==> src/rtl/grid_render.sv <==
// Two-stage tile-grid pixel renderer; board and overlay are shadowed on each vsync rise.
// Optional GRID_RENDER_GRIDLINE_EN draws dark lines on the first pixel row/column of each cell.
module grid_render #(
   parameter int CELL_LOG2 = 5,
   parameter int COLS      = 10,
   parameter int ROWS      = 20,
   parameter int ORG_X     = 0,
   parameter int ORG_Y     = 0,
   parameter int NOVL      = 4
) (
   input  logic                     clk,
   input  logic                     rst_n,
   input  logic                     i_vs,
   input  logic                     i_hs,
   input  logic                     i_de,
   input  logic [COLS*ROWS*4-1:0]   i_board,
   input  logic [NOVL*5-1:0]        i_ovl_x,
   input  logic [NOVL*5-1:0]        i_ovl_y,
   input  logic [3:0]               i_ovl_code,
   output logic                     o_vs,
   output logic                     o_hs,
   output logic                     o_de,
   output logic [7:0]               o_red,
   output logic [7:0]               o_grn,
   output logic [7:0]               o_blu
);

   localparam logic [10:0] CNT_MAX    = 11'h7FF;
   localparam logic [23:0] BORDER_RGB = 24'hC8C8C8;

   logic [10:0]            x, y;
   logic                   vs1, hs1, de1;
   logic                   loaded;
   logic [COLS*ROWS*4-1:0] board_sh;
   logic [NOVL*5-1:0]      ovx_sh, ovy_sh;
   logic [3:0]             code_sh;
   logic [4:0]             cx1, cy1;
   logic                   inside1;

   logic [10:0]            dx, dy, cx_full, cy_full;
   logic                   inside_c;

`ifdef GRID_RENDER_GRIDLINE_EN
   localparam logic [23:0] GRID_RGB = 24'h404040;
   logic                   edge1;
`endif

   function automatic logic [23:0] palette(input logic [3:0] c);
      case (c)
         4'd0:    palette = 24'h000000;
         4'd1:    palette = 24'h00FFFF;
         4'd2:    palette = 24'hFFFF00;
         4'd3:    palette = 24'hFF00FF;
         4'd4:    palette = 24'hFF7F00;
         4'd5:    palette = 24'h0000FF;
         4'd6:    palette = 24'h00FF00;
         4'd7:    palette = 24'hFF0000;
         default: palette = 24'h7F7F7F;
      endcase
   endfunction

   always_comb begin
      dx       = x - 11'(ORG_X);
      dy       = y - 11'(ORG_Y);
      cx_full  = dx >> CELL_LOG2;
      cy_full  = dy >> CELL_LOG2;
      inside_c = (x >= 11'(ORG_X)) && (y >= 11'(ORG_Y)) &&
                 (cx_full < 11'(COLS)) && (cy_full < 11'(ROWS));
   end

   // Counters, shadows and stage 1; the shadows only move on a vsync rise so a frame never tears.
   always_ff @(posedge clk or negedge rst_n) begin
      if (!rst_n) begin
         x        <= '0;
         y        <= '0;
         vs1      <= 1'b0;
         hs1      <= 1'b0;
         de1      <= 1'b0;
         loaded   <= 1'b0;
         board_sh <= '0;
         ovx_sh   <= '0;
         ovy_sh   <= '0;
         code_sh  <= '0;
         cx1      <= '0;
         cy1      <= '0;
         inside1  <= 1'b0;
`ifdef GRID_RENDER_GRIDLINE_EN
         edge1    <= 1'b0;
`endif
      end else begin
         vs1 <= i_vs;
         hs1 <= i_hs;
         de1 <= i_de;
         if (!i_de)
            x <= '0;
         else if (x != CNT_MAX)
            x <= x + 11'd1;
         if (i_vs)
            y <= '0;
         else if (de1 && !i_de && y != CNT_MAX)
            y <= y + 11'd1;
         if (i_vs && !vs1) begin
            board_sh <= i_board;
            ovx_sh   <= i_ovl_x;
            ovy_sh   <= i_ovl_y;
            code_sh  <= i_ovl_code;
            loaded   <= 1'b1;
         end
         cx1     <= cx_full[4:0];
         cy1     <= cy_full[4:0];
         inside1 <= inside_c;
`ifdef GRID_RENDER_GRIDLINE_EN
         edge1   <= (dx[CELL_LOG2-1:0] == '0) || (dy[CELL_LOG2-1:0] == '0);
`endif
      end
   end

   logic [3:0]  board_cell;
   logic        ovl_hit;
   logic [3:0]  code;
   logic [23:0] rgb_c;

   // Cell code resolution: overlays outside the grid can never match, then overlay beats board.
   always_comb begin
      board_cell = '0;
      for (int r = 0; r < ROWS; r++)
         for (int c = 0; c < COLS; c++)
            if (cy1 == 5'(r) && cx1 == 5'(c))
               board_cell = board_sh[(r*COLS+c)*4 +: 4];
      ovl_hit = 1'b0;
      for (int k = 0; k < NOVL; k++)
         if (ovx_sh[5*k +: 5] < 5'(COLS) && ovy_sh[5*k +: 5] < 5'(ROWS) &&
             ovx_sh[5*k +: 5] == cx1 && ovy_sh[5*k +: 5] == cy1)
            ovl_hit = 1'b1;
      code  = ovl_hit ? code_sh : board_cell;
      rgb_c = '0;
      if (!de1 || !loaded)
         rgb_c = '0;
      else if (!inside1)
         rgb_c = BORDER_RGB;
`ifdef GRID_RENDER_GRIDLINE_EN
      else if (edge1)
         rgb_c = GRID_RGB;
      else
         rgb_c = palette(code);
`else
      else
         rgb_c = palette(code);
`endif
   end

   always_ff @(posedge clk or negedge rst_n) begin
      if (!rst_n) begin
         o_vs  <= 1'b0;
         o_hs  <= 1'b0;
         o_de  <= 1'b0;
         o_red <= '0;
         o_grn <= '0;
         o_blu <= '0;
      end else begin
         o_vs  <= vs1;
         o_hs  <= hs1;
         o_de  <= de1;
         o_red <= rgb_c[23:16];
         o_grn <= rgb_c[15:8];
         o_blu <= rgb_c[7:0];
      end
   end

endmodule

==> config.mk <==
export PLATFORM = sky130hd
export DESIGN_NAME = grid_render
export DESIGN_NICKNAME = d
export VERILOG_FILES = /design/src/rtl/grid_render.sv
export SDC_FILE = /design/constraint.sdc
export NUM_CORES = 2
export LEC_CHECK = 0
export ABC_AREA = 1
export BUFFER_PORTS_ARGS = -buffer_cell sky130_fd_sc_hd__buf_2
export CAP_MARGIN = 25
export CORE_MARGIN = 8
export CORE_UTILIZATION = 40
export DETAILED_ROUTE_END_ITERATION = 7
export GPL_TIMING_DRIVEN = 0
export SYNTH_ARGS = -nofsm -noshare
export SYNTH_HDL_FRONTEND = slang
export SYNTH_SLANG_ARGS = --single-unit
export TNS_END_PERCENT = 30
==> constraint.sdc <==
create_clock -name clk -period 10.9 [get_ports clk]
set_input_delay 1.09 -clock clk [delete_from_list [all_inputs] [get_ports clk]]
set_output_delay 1.09 -clock clk [all_outputs]
set_load 0.02 [all_outputs]
==> flow_summary.ini <==
[run_status]
outcome = complete, but fails checks
violations = negative setup slack

[route]
dr.pass1.iters = 5
ant_nets = 0
met2WireLength_um = 80000
drt-total-wl_um = 163000
met1_length_um = 63500
dr_wl_met3_um = 12000
wl_per_cell_um = 24.1
post_drt_via_cell_ratio = 5.14
drc = 0
top_layer_used = met5
drt_iter0_drc = 2313
vias = 34651

[final_layout]
drive_above_1_share_pct = 39.5
fin_nets = 6042
final_core_util_pct = 50.7
syn2layout_area_growth_pct = 25.7
final_cells = 6743

[clock_tree]
path_clk_slew_ps = 60
clock_sinks = 893
cts_buffer_depth = 3
htreeDepth = 3
cts_buffers = 100
clock-root-buffer = clkbuf_16
insertion_delay_ps = 710
cts_tree = yes

[critical_path]
startpoint_type = register
cp_max_fo = 6
crit_family = simple AND/OR/NAND/NOR gates
critPathMaxStageDelay_ps = 370
crit_type = reg -> reg
cp_num_buf_inv = 4
end_kind = register
arrival_ps = 13780
path_common_cell = nand2_1
critical_path_required_ps = 11480
cp_slowest_cell = dfrtp_1

[logic_synthesis]
ys_seq_area_share_pct = 53.4
synthTopCellsByArea = dfrtp_1 (53%), mux2_2 (20%), nand2_1 (8.1%)
syn_avg_cell_area_um2 = 10.0
yosys_warnings = 0
ys_ff_latch = 893
async_reset_ff_share_pct = 100
synth-main-ff-cell = dfrtp_1
synth_common_cells = nand2_1 (906), dfrtp_1 (893), mux2_2 (750)
yosysTopAreaCellShare_pct = 53.4
synth_nets = 5031
synthesis.area_mm2 = 0.0418
synth_enable_flop_cells = 0
yosysMostFrequentCell = nand2_1
synth_largest_area_cell = dfrtp_1
synth_cells = 4177
synthDistinctLibCells = 50

[min_path]
hp-class = in -> async

[timing]
tightest_slew_ps = 1030
holdWs_ps = 219
finalHoldViolCount = 0
fmax_ghz = 0.0758
post-route-min-period_ps = 13200
timing.final.crit_share_pct = 121
rsz0062_at_grt = yes
setup_viol = 9
layout_setup_ws_ps = -2300
slew-limit-headroom_pct = 31.3
report.final.slew_viol_count = 0
final.setup_skew_ps = 38.5

[placement]
place_congestion = 0.919
dp.cells = 6454
place_ws_ps = -3420
place_hpwl_um = 130000
io_buffers = 875

[run]
max_cap_violations = 0

[grt]
grt_pass1_vias = 35444
grtUsageTotal_pct = 27.3
grt-ovfl-total = 0
grt_pass1_wl_um = 235000
antenna_found_initial = 148
grt_max_degree = 121

[die]
coreArea_mm2 = 0.104
die_h_um = 339
ios = 876
die_area_mm2 = 0.115
start_util_pct = 40.4
row_count = 118
die_x_um = 339

[pwr]
p_total_mw = 8.79
leakage_nw = 24.3
power.density_mw_per_mm2 = 167
peakVddDrop_mv = 0.152
## state kept, by name, indices dropped and copies added, names as in the netlist, 3 cells and up
name      count
board_sh    800
code_sh       4
cx1           5
cy1           5
o_blu         3
o_grn         3
o_red         3
ovx_sh       20
ovy_sh       20
x            11
y            11
## routing by layer
layer,vias up,global-route usage (%)
li1,15855,-
met1,17086,32.9
met2,1251,45.7
met3,397,7.27
met4,62,12.6
met5,-,0
## worst reg2reg max path: cells and delay by family, from the launching register on
family / cells / cell delay [ps]
adders and majority gates: 1 / 180
buffers and inverters: 4 / 330
DFF: 1 / 370
and+or+nand+nor: 122 / 12210
## path summary, 6_finish.rpt
path	start	to	slack (ps)	depth (start not counted)
worst max-delay path	cy1[0]	o_grn[6]	-2300	127
worst min-delay path	rst_n	board_sh[256]	220	1
worst max register to register	cy1[0]	o_grn[6]	-2300	127
worst min register to register	hs1	o_hs	350	0
max in group asynchronous	rst_n	cy1[2]	8710	4
min in group clk	hs1	o_hs	350	0
## cell usage in the layout (no fill, tap or decap), drive strengths merged, types with 13 or more instances in the layout
| cell type | n |
|---|---|
| nor2 | 455 |
| inv | 370 |
| buf | 936 |
| clkinv | 34 |
| mux2 | 750 |
| nand3 | 94 |
| nand4 | 158 |
| dfrtp | 893 |
| clkbuf | 257 |
| and3 | 13 |
| diode | 96 |
| nand2 | 915 |
| a21oi | 142 |
| nor3 | 16 |
| or2 | 127 |
| o21ai | 31 |
| bufinv | 15 |
## metrics by stage
step,setup TNS [ps],area [um2]
floorplan,0,41800
global placement,-9999310,47900
detailed placement,-28690,48400
CTS,-21540,52100
global route,-29270,52500
finish,-19610,52600
## cells by family (layout without fill, tap and decap cells)
family	Yosys count	in the layout	share of synthesized area (%)
other cells	0	96	0
mux	750	750	20.2
simple gates	1784	1785	18.4
xor+xnor	8	8	0.168
compound gates	208	208	2.72
buf+inv	529	1618	4.95
fa+ha+maj	5	5	0.150
flops	893	893	53.4
## final cells by class
type	count	area, um2
Fill cell	9832	51100
Sequential cell	893	22400
Tap cell	1380	1730
Multi-Input combinational cell	2756	17700
Timing Repair Buffer	908	4920
Clock inverter	46	691
Inverter	379	1440
Antenna cell	96	240
Clock buffer	135	2840
Buffer	150	661
## report_power, final
| part | leakage [nW] | internal (mW) | switching [mW] |
|---|---|---|---|
| registers | 10.5 | 3.78 | 0.253 |
| clock network | 1.73 | 2.19 | 1.47 |
| logic | 12.1 | 0.573 | 0.535 |
## what timing repair did
item                                    4_1_cts  5_1_grt
endpoints found under the setup margin        9        9
resized for setup                            41       53
gates cloned                                  0        1
pin swaps                                    26       27
hold buffers                                  0        0
buffers inserted                              9        2
Power figures use the tool's default switching activity.
